--- src/rtl/cpu_pkg.sv ---
// Shared definitions for the fetch path: opcode high nibbles, the fetch-state
// encoding and a helper that classifies an opcode by its byte count.
package cpu_pkg;

  localparam logic [3:0] OPC_LDI8_HI = 4'hB;
  localparam logic [3:0] OPC_JMP_HI  = 4'hC;
  localparam logic [3:0] OPC_HLT_HI  = 4'hF;

  typedef enum logic [2:0] {
    IDLE      = 3'd0,
    FETCH     = 3'd1,
    FETCH_IMM = 3'd2,
    ISSUE     = 3'd3,
    HALT      = 3'd4
  } fetch_state_e;

  // LDI8 and JMP carry an imm8 in the following ROM word.
  function automatic logic is_two_byte(input logic [3:0] opHi);
    return (opHi == OPC_LDI8_HI) || (opHi == OPC_JMP_HI);
  endfunction

endpackage

--- src/rtl/pc_counter.sv ---
// Program counter: async reset to zero, wrapping increment, and a parallel
// load that takes priority over the increment.
module pc_counter #(
  parameter int ADDR_W = 4
) (
  input  logic              clk,
  input  logic              rst,
  input  logic              inc_i,
  input  logic              load_i,
  input  logic [ADDR_W-1:0] loadValue_i,
  output logic [ADDR_W-1:0] count_o
);

  logic [ADDR_W-1:0] count_q;
  logic [ADDR_W-1:0] count_d;

  always_comb begin
    count_d = count_q;
    if (load_i) begin
      count_d = loadValue_i;
    end else if (inc_i) begin
      count_d = count_q + 1'b1;
    end
  end

  always_ff @(posedge clk or posedge rst) begin
    if (rst) begin
      count_q <= '0;
    end else begin
      count_q <= count_d;
    end
  end

  assign count_o = count_q;

endmodule

--- src/rtl/fetch_sequencer.sv ---
// Instruction-fetch controller: walks the program ROM, assembles one/two-byte
// instructions, issues them over valid/ready, resolves JMP and parks on HLT.
module fetch_sequencer
  import cpu_pkg::*;
#(
  parameter int ADDR_W = 4,
  parameter int DATA_W = 8
) (
  input  logic              clk,
  input  logic              rst,
  output logic [ADDR_W-1:0] rom_addr,
  output logic              rom_read_en,
  input  logic [DATA_W-1:0] rom_data,
  output logic [DATA_W-1:0] ir,
  output logic [DATA_W-1:0] imm,
  output logic              instr_valid,
  input  logic              instr_ready,
  output logic [ADDR_W-1:0] pc,
  output logic              halted
);

  fetch_state_e state_q, state_d;
  logic [DATA_W-1:0] ir_q, ir_d;
  logic [DATA_W-1:0] imm_q, imm_d;

  logic              pcInc;
  logic              pcLoad;
  logic [ADDR_W-1:0] pcLoadValue;
  logic [ADDR_W-1:0] pcValue;

  logic [3:0] romHi;
  logic [3:0] irHi;

  assign romHi = rom_data[DATA_W-1 -: 4];
  assign irHi  = ir_q[DATA_W-1 -: 4];

  pc_counter #(
    .ADDR_W(ADDR_W)
  ) u_pc (
    .clk        (clk),
    .rst        (rst),
    .inc_i      (pcInc),
    .load_i     (pcLoad),
    .loadValue_i(pcLoadValue),
    .count_o    (pcValue)
  );

  // JMP targets only use the low ADDR_W bits of the immediate.
  always_comb begin
    state_d     = state_q;
    ir_d        = ir_q;
    imm_d       = imm_q;
    pcInc       = 1'b0;
    pcLoad      = 1'b0;
    pcLoadValue = imm_q[ADDR_W-1:0];
    unique case (state_q)
      IDLE: begin
        state_d = FETCH;
      end
      FETCH: begin
        ir_d    = rom_data;
        pcInc   = 1'b1;
        state_d = is_two_byte(romHi) ? FETCH_IMM : ISSUE;
      end
      FETCH_IMM: begin
        imm_d   = rom_data;
        pcInc   = 1'b1;
        state_d = ISSUE;
      end
      ISSUE: begin
        if (instr_ready) begin
          if (irHi == OPC_JMP_HI) begin
            pcLoad  = 1'b1;
            state_d = FETCH;
          end else if (irHi == OPC_HLT_HI) begin
            state_d = HALT;
          end else begin
            state_d = FETCH;
          end
        end
      end
      HALT: begin
        state_d = HALT;
      end
      default: begin
        state_d = IDLE;
      end
    endcase
  end

  always_ff @(posedge clk or posedge rst) begin
    if (rst) begin
      state_q <= IDLE;
      ir_q    <= '0;
      imm_q   <= '0;
    end else begin
      state_q <= state_d;
      ir_q    <= ir_d;
      imm_q   <= imm_d;
    end
  end

  // Every handshake/ROM control output is a pure decode of the state register.
  assign rom_read_en = (state_q == FETCH) || (state_q == FETCH_IMM);
  assign instr_valid = (state_q == ISSUE);
  assign halted      = (state_q == HALT);
  assign rom_addr    = pcValue;
  assign pc          = pcValue;
  assign ir          = ir_q;
  assign imm         = imm_q;

endmodule
--- config.mk ---
export PLATFORM = sky130hd
export DESIGN_NAME = fetch_sequencer
export DESIGN_NICKNAME = d
export VERILOG_FILES = /design/src/rtl/cpu_pkg.sv /design/src/rtl/pc_counter.sv /design/src/rtl/fetch_sequencer.sv
export SDC_FILE = /design/constraint.sdc
export NUM_CORES = 1
export LEC_CHECK = 0
export BUFFER_PORTS_ARGS = -buffer_cell sky130_fd_sc_hd__buf_2
export CORE_ASPECT_RATIO = 1.25
export CORE_UTILIZATION = 43
export CTS_CLUSTER_DIAMETER = 120
export CTS_CLUSTER_SIZE = 20
export DETAILED_ROUTE_END_ITERATION = 7
export GPL_TIMING_DRIVEN = 0
export PLACE_DENSITY = 0.7
export SETUP_SLACK_MARGIN = 0.2
export SYNTH_ARGS = -nofsm -noshare
export SYNTH_HDL_FRONTEND = slang
export SYNTH_SLANG_ARGS = --single-unit
--- constraint.sdc ---
create_clock -name clk -period 1.4 [get_ports clk]
set_input_delay 0.07 -clock clk [delete_from_list [all_inputs] [get_ports clk]]
set_output_delay 0.07 -clock clk [all_outputs]
set_load 0.005 [all_outputs]
## Word-level counts from Yosys, hierarchy flattened

Cells that the tools add are included.

- Register bits: 23
- Logic and storage cells: 30

- Reductions and logical operators: 5
- Mux-type cells: 11
- $add $sub $neg: 1
- Equality and inequality tests: 9

Operators with widths:

| operator | number |
|---|---|
| 4-bit equality test (second input constant) | 4 |
| 3-bit one-hot mux with 5 select lines | 1 |
| 3-bit two-way mux | 3 |
| 4-bit two-way mux | 2 |
| 3-bit by 2-bit equality test with 1-bit output (second input constant) | 2 |
| 1-bit two-way mux | 5 |
| 4-bit by 1-bit adder with 4-bit output (second input constant) | 1 |
| 3-bit by 1-bit equality test with 1-bit output (second input constant) | 1 |
| 3-bit equality test (second input constant) | 1 |
| 3-bit logical NOT | 1 |
| 1-bit logical OR | 2 |
| 2-bit by 1-bit inequality test with 1-bit output (second input constant) | 1 |
| 2-bit nonzero test | 1 |
| 2-bit OR reduction | 1 |

## Longest topological paths before layout

Gate-level depths: netlist of the first run.

- Depth in word-level cells: 5
- Gate-level depth with buffers: 6
- Mapped depth without buffers: 5

## Cells and area by module

A second synthesis of the first run with hierarchy kept.

- Cell total of the unflattened synthesis: 80
- Area, all modules: 1,029.7 µm²

Modules (own cells, without submodules):

| module | cells an instance | sequential area each (µm²) | area each (µm²) | instances |
|---|---|---|---|---|
| fetch_sequencer | 61 | 475.5 | 829.5 | 1 |
| pc_counter | 19 | 100.1 | 200.2 | 1 |

## Worst setup path before layout of the first run

Ideal clock, no wire load.

- Path kind: reg2reg
- Start: reg state_q[1]
- End: reg u_pc.count_q[3], in the netlist u_pc.count_o[3]
- Path slack: 0.000 ns
- Required time: 1.274 ns
- Library setup time: 0.126 ns
- Buffers on the path: 1
- Data arrival time: 1.274 ns
- Cell stages (with the launch flop): 6
- Cells stage by stage: dfrtp_1 > buf_6 > nand4_4 > nor4_4 > mux2i_1 > a221o_1

- Longest elaborated chain between the ends: 4
- Elaborated cells on any way between the ends: 8

Ends and longest elaborated chain:

| what | RTL line | RTL |
|---|---|---|
| from (decl) | fetch_sequencer.sv:22 | `fetch_state_e state_q, state_d;` |
| from (signal assigned) | fetch_sequencer.sv:97 | `state_q <= state_d;` |
| 3-bit by 1-bit equality test with 1-bit output / 3-bit by 2-bit equality test with 1-bit output (equally long branches) | fetch_sequencer.sv:56 | `unique case (state_q)` |
| 2-bit OR reduction (no source line) | - |  |
| 1-bit two-way mux | fetch_sequencer.sv:56 |  |
| 2-bit nonzero test (no source line) | - |  |
| to (signal assigned) | pc_counter.sv:30 | `count_q <= count_d;` |
| to (decl) | pc_counter.sv:14 | `logic [ADDR_W-1:0] count_q;` |

Several ways; a longest one is shown, not always the timed one.
A chain may end at the register's enable or synchronous reset.

## Worst setup path after layout of the first run

- Start: reg state_q[0]
- End: reg u_pc.count_q[0], in the netlist u_pc.count_o[0]

The elaborated chain is that of the path after synthesis.

==> results_dict.tcl, run 1 <==
set metrics [dict create \
    status "complete, but fails checks" \
    violations "setup timing" \
    rrSetupSlack_ps -110 \
    leakagePower_nw 0.878 \
    ys_ff_latch 23 \
    dpl.hpwl_um 1580 \
    cts-buffers-inserted 3 \
    tightestPinTransition_ps 511 \
    finalSetupViolations 12 \
    syn_area_per_cell_um2 12.8 \
    cts_max_path_buffers 2 \
    vdd_drop_max_uv 1760 \
    setup_tns_ps -292 \
    wl_um 2780 \
    mostFrequentLayoutCells "buf_2 (36), dfrtp_1 (21), mux2_4 (16)" \
    cts-htree-levels 1 \
    ys_types 28 \
    grt_start_max_net_pins 24 \
    cts.sinks 23 \
    timing.fmax_mhz 663 \
    chipHeight_um 58.0 \
    vias_per_cell 5.09 \
    cts-root-buf "clkbuf_4" \
    path_clk_slew_ps 140 \
    endpoint_kind "register" \
    coreArea_um2 2280 \
    drt_iter0_drc 7 \
    area_growth_pct 61.0 \
    path_depth 6 \
    place.gp.congestion 0.737 \
    r2r_end "u_pc.count_o[0]" \
    nets 166 \
    fin_crit_ps 1510 \
    syn_nets 96 \
    layout_commonest_cell "buf_2" \
    final_area_um2 1730 \
    diodes 0 \
    r2r_start "state_q[0]" \
    cts_tree "done" \
    critical_path_buf_inv_count 2 \
    overflow 0 \
    crit_family "flip-flops" \
    crit_arrival_ps 1720 \
    crit_path_max_fanout 4 \
    maxSlewViolCount 0 \
    syn_inst 84 \
    final_hold_viol_count 0 \
    post-place-ws_ps -149 \
    syn_area_um2 1080 \
    grt_setup_unrepaired "true" \
    fillers 166 \
    die_w_um 46.8 \
    io_buffers 37 \
    io_pins 38 \
    wire_per_inst_um 15.1 \
    worstSetupEndpoint "u_pc.count_o[0]" \
    rows 19 \
    yosys_warnings 0 \
    dieArea_um2 2710 \
    power_density_nw_per_um2 2270 \
    setup_slack_ps -107 \
    fin_crit_sh 1.08 \
    synth-seq-area-share 0.534 \
    place_area_um2 1300 \
    startpoint_type "register" \
    multi_input_area_um2 553 \
    critPathMaxStageDelay_ps 440 \
    crit_path_start "state_q[0]" \
    antenna_found_initial 0 \
    grt_pass1_wl_um 3970 \
    drive_above_1_share 0.634 \
    num_vias 937 \
    maxSlewHeadroom 0.659 \
    slowest_stage "dfrtp_2" \
    grt_pass1_vias 874 \
    drt_first_pass_iters 4 \
    insertion_delay_ps 320 \
    crit_chain "buf_6 -> nand2b_4 -> nor4_4 -> buf_4 -> nor2_4 -> a221o_1" \
    drc 0 \
    drtAntennaViolNets 0 \
    critPathKind "register to register" \
    skew_ps 5.24 \
    start_util 0.472 \
    max_cap_viol_count 0 \
    grt.total_usage 0.207 \
    worst_r2r_path_depth 6 \
    cp_data_required_time_ps 1610 \
    hp-class "primary input to register" \
    register_area_um2 578 \
]
cell usage after synthesis (all sizes together):
cell type,n,area [µm²]
nor2b,1,6.26
nand3b,1,7.51
a311oi,1,8.76
nand2b,3,18.8
nor3b,2,15.0
ha,1,12.5
o22a,1,8.76
o21ai,2,10.0
nor4,1,21.3
buf,5,41.3
a221o,2,20.0
inv,3,11.3
nand4,2,27.5
a21o,2,15.0
o211ai,1,7.51
nor2,7,31.3
mux2i,1,10.0
clkinv,1,5.00
a22o,1,8.76
mux2,16,180
nand2,4,15.0
and3,1,6.26
nand3,1,5.00
a211o,1,8.76
dfrtp,23,576
per-layer routing:
metal / track usage / routed length [µm] / share of wire / vias up
li1: - / - / - / 438
met1: 0.275 / 1250 / 0.45 / 469
met2: 0.327 / 1410 / 0.51 / 26
met3: 0.0374 / 79 / 0.028 / 4
met4: 0.0857 / 40 / 0.014 / 0
met5: 0 / 0 / 0 / -
state kept, by name, indices dropped and copies added, names as in the netlist:
register,flops
u_pc.count_o,4
imm,8
state_q,3
ir,8
power by group:
part	total (W)	internal [W]	switching (W)
registers	0.00129	0.000990	0.000303
clock network	0.000320	0.000107	0.000213
logic	0.00233	0.00146	0.000867
kinds of logic after synthesis:
| group | count (synthesis) | synth area share |
|---|---|---|
| simple gates | 23 | 0.143 |
| flops | 23 | 0.534 |
| buf+inv | 9 | 0.0534 |
| compound gates | 11 | 0.0813 |
| mux | 17 | 0.177 |
| fa+ha+maj | 1 | 0.0116 |
metrics by stage:
step	hold WS, ps	instances	util	power (W)
2_1_floorplan	71.9	84	-	0.00218
3_3_place_gp	275	152	0.570	0.00268
3_5_place_dp	293	152	0.570	0.00275
4_1_cts	13.5	173	0.692	0.00357
5_1_grt	15.7	184	0.760	0.00417
6_report	17.2	184	0.760	0.00394
cell type report:
cell class / instances / area share
sequential: 23 / 0.333
buffer: 5 / 0.0238
inverter: 4 / 0.0123
tap: 31 / 0.0224
clock inverter: 1 / 0.00289
timing repair buffer: 65 / 0.273
multi-input combinational: 52 / 0.319
clock buffer: 3 / 0.0130
what timing repair did:
action | 4_1_cts | 5_1_grt
pin swaps | 5 | 7
resized for setup | 20 | 20
hold buffers | 6 | 1
gates cloned | 0 | 0
buffers inserted | 11 | 10
endpoints found under the setup margin | 23 | 39
endpoints found under the hold margin | 32 | 1
worst min path at each step:
stage	startpoint	endpoint	slack, ps	cells after the start
2_1_floorplan	rst	imm[0]	70	1
3_3_place_gp	rst	ir[0]	270	2
3_5_place_dp	rom_data[7]	state_q[0]	290	2
4_1_cts	instr_ready	state_q[1]	10	2
5_1_grt	rom_data[5]	imm[5]	20	2
6_report	rom_data[5]	ir[5]	20	2
Power figures use the tool's default switching activity.
==> inputs of run 2 (changes only) <==
==> constraint.sdc (replaced) <==
create_clock -name clk -period 1.3 [get_ports clk]
set_input_delay 0.065 -clock clk [delete_from_list [all_inputs] [get_ports clk]]
set_output_delay 0.065 -clock clk [all_outputs]
set_load 0.005 [all_outputs]
==> run 2 against run 1 <==
Global-route usage increased by 0.44 points. Combinational power increased by 14%. First-iteration DRC count grew 29%. Routed wire length shrank 0.93%. Sequential power grew 8%. The flow finishes with violations (hold timing, setup timing). Utilization up 1.3 points. Final area rose by 1.7%. Sequential share of layout area is 0.50 points lower. Largest cell class unchanged. Hold slack got worse by 110 ps. Total power grew 11%. Largest power group unchanged. Non-clock buffer count down 1. Critical endpoint is now rom_read_en.
==> results_dict.tcl, run 2 (synthesis results as in run 1) <==
set metrics [dict create \
    power.share.sequential 0.318 \
    overflow 0 \
    drc 0 \
    fin_crit_ps 1450 \
    endpoint_kind "output port" \
    final_cells 183 \
    setup_tns_ps -1970 \
    multi_input_area_um2 557 \
    vias_per_cell 4.98 \
    critical_path_buf_inv_count 3 \
    slowest_stage "dfrtp_1" \
    final_hold_viol_count 23 \
    place_area_um2 1300 \
    finalPower_w 0.00439 \
    register_area_um2 579 \
    p_switching_w 0.00152 \
    cts-buffers-inserted 3 \
    grt_pass1_wl_um 4040 \
    num_vias 911 \
    dpl.hpwl_um 1580 \
    die_w_um 46.8 \
    combPwrFrac 0.603 \
    skew_ps 5.00 \
    cts_hold_buffers 6 \
    maxSlewViolCount 0 \
    cts.sinks 23 \
    drt_first_pass_iters 4 \
    power.internal_w 0.00287 \
    dieArea_um2 2710 \
    mostFrequentLayoutCells "buf_2 (33), dfrtp_1 (20), mux2_4 (16)" \
    grt_pass1_vias 888 \
    setup_slack_ps -152 \
    io_pins 38 \
    cts-root-buf "clkbuf_4" \
    crit_arrival_ps 1390 \
    layout_commonest_cell "buf_2" \
    insertion_delay_ps 320 \
    leakagePower_nw 0.898 \
    status "complete, but fails checks" \
    cpMostUsedCell "buf_6" \
    area_growth_pct 63.8 \
    rows 19 \
    critPathKind "register to output port" \
    cts-htree-levels 1 \
    power_density_nw_per_um2 2490 \
    path_clk_slew_ps 140 \
    io_buffers 37 \
    drt_iter0_drc 9 \
    grt_start_max_net_pins 24 \
    vdd_drop_max_uv 1940 \
    drive_above_1_share 0.638 \
    worst_r2r_path_depth 6 \
    grt_setup_unrepaired "true" \
    place.gp.congestion 0.737 \
    startpoint_type "register" \
    max_cap_viol_count 0 \
    fin_crit_sh 1.12 \
    clkPwrFrac 0.079 \
    crit_family "flip-flops" \
    tightestPinTransition_ps 882 \
    grt.total_usage 0.212 \
    maxSlewHeadroom 0.412 \
    critPathMaxStageDelay_ps 400 \
    cts_max_path_buffers 2 \
    dpl.cell_count 152 \
    r2r_end "u_pc.count_o[3]" \
    wl_um 2760 \
    hp-class "primary input to asynchronous set/reset pin" \
    holdWs_ps -94.5 \
    crit_path_max_fanout 6 \
    chipHeight_um 58.0 \
    timing.fmax_mhz 689 \
    finalSetupViolations 23 \
    rrSetupSlack_ps -150 \
    cp_data_required_time_ps 1240 \
    cts_tree "done" \
    antenna_found_initial 0 \
    p_sw_frac 0.346 \
    start_util 0.472 \
    coreArea_um2 2280 \
    r2r_start "state_q[1]" \
    fillers 160 \
    violations "hold timing, setup timing" \
    wire_per_inst_um 15.1 \
    nets 165 \
    drtAntennaViolNets 0 \
    final_area_um2 1760 \
    crit_chain "buf_6 -> nand2b_4 -> a21o_1 -> inv_4 -> buf_6" \
    diodes 0 \
]
[run 2: cell type report]
type                    instances  area share
repair buffers                 64       0.281
flip-flops and latches         23       0.328
clock inverters                 1     0.00284
multi-input cells              52       0.316
clock buffers                   3      0.0128
plain buffers                   5      0.0277
inverters                       4     0.00993
well taps                      31      0.0220
[run 2: routing by layer]
layer / vias to the layer above / global-route usage / wire length [µm]
li1: 431 / - / -
met1: 450 / 0.294 / 1210
met2: 24 / 0.323 / 1420
met3: 6 / 0.0280 / 71
met4: 0 / 0.0980 / 57
met5: - / 0 / 0
[run 2: power groups by stage]
| stage | Sequential [W] | Clock [W] | Combinational (W) |
|---|---|---|---|
| finish | 0.00139 | 0.000348 | 0.00265 |
| global route | 0.00144 | 0.000371 | 0.00284 |
| CTS | 0.00138 | 0.000351 | 0.00215 |
| detailed placement | 0.00140 | 0 | 0.00156 |
| global placement | 0.00137 | 0 | 0.00151 |
| floorplan | 0.00138 | 0 | 0.000964 |
[run 2: stage by stage]
step	setup slack (ps)	utilization
after floorplan	-100	-
after global routing	-221	0.773
after CTS	-158	0.700
final	-152	0.773
after global placement	-214	0.570
after detailed placement	-249	0.570
[run 2: timing repair]
| action | CTS | global route |
|---|---|---|
| setup buffers | 13 | 8 |
| hold endpoints to repair | 33 | 23 |
| pin swaps | 5 | 10 |
| resized for setup | 22 | 23 |
| setup endpoints to repair | 23 | 30 |
[run 2: worst max path at each step]
| stage | start | cells after the start | slack [ps] | to |
|---|---|---|---|---|
| 6_report | state_q[1] | 5 | -150 | rom_read_en |
| 5_1_grt | state_q[1] | 6 | -220 | u_pc.count_o[3] |
| 4_1_cts | state_q[1] | 6 | -160 | u_pc.count_o[3] |
| 3_5_place_dp | state_q[2] | 4 | -250 | u_pc.count_o[3] |
| 3_3_place_gp | state_q[2] | 3 | -210 | ir[2] |
| 2_1_floorplan | state_q[1] | 5 | -100 | u_pc.count_o[3] |
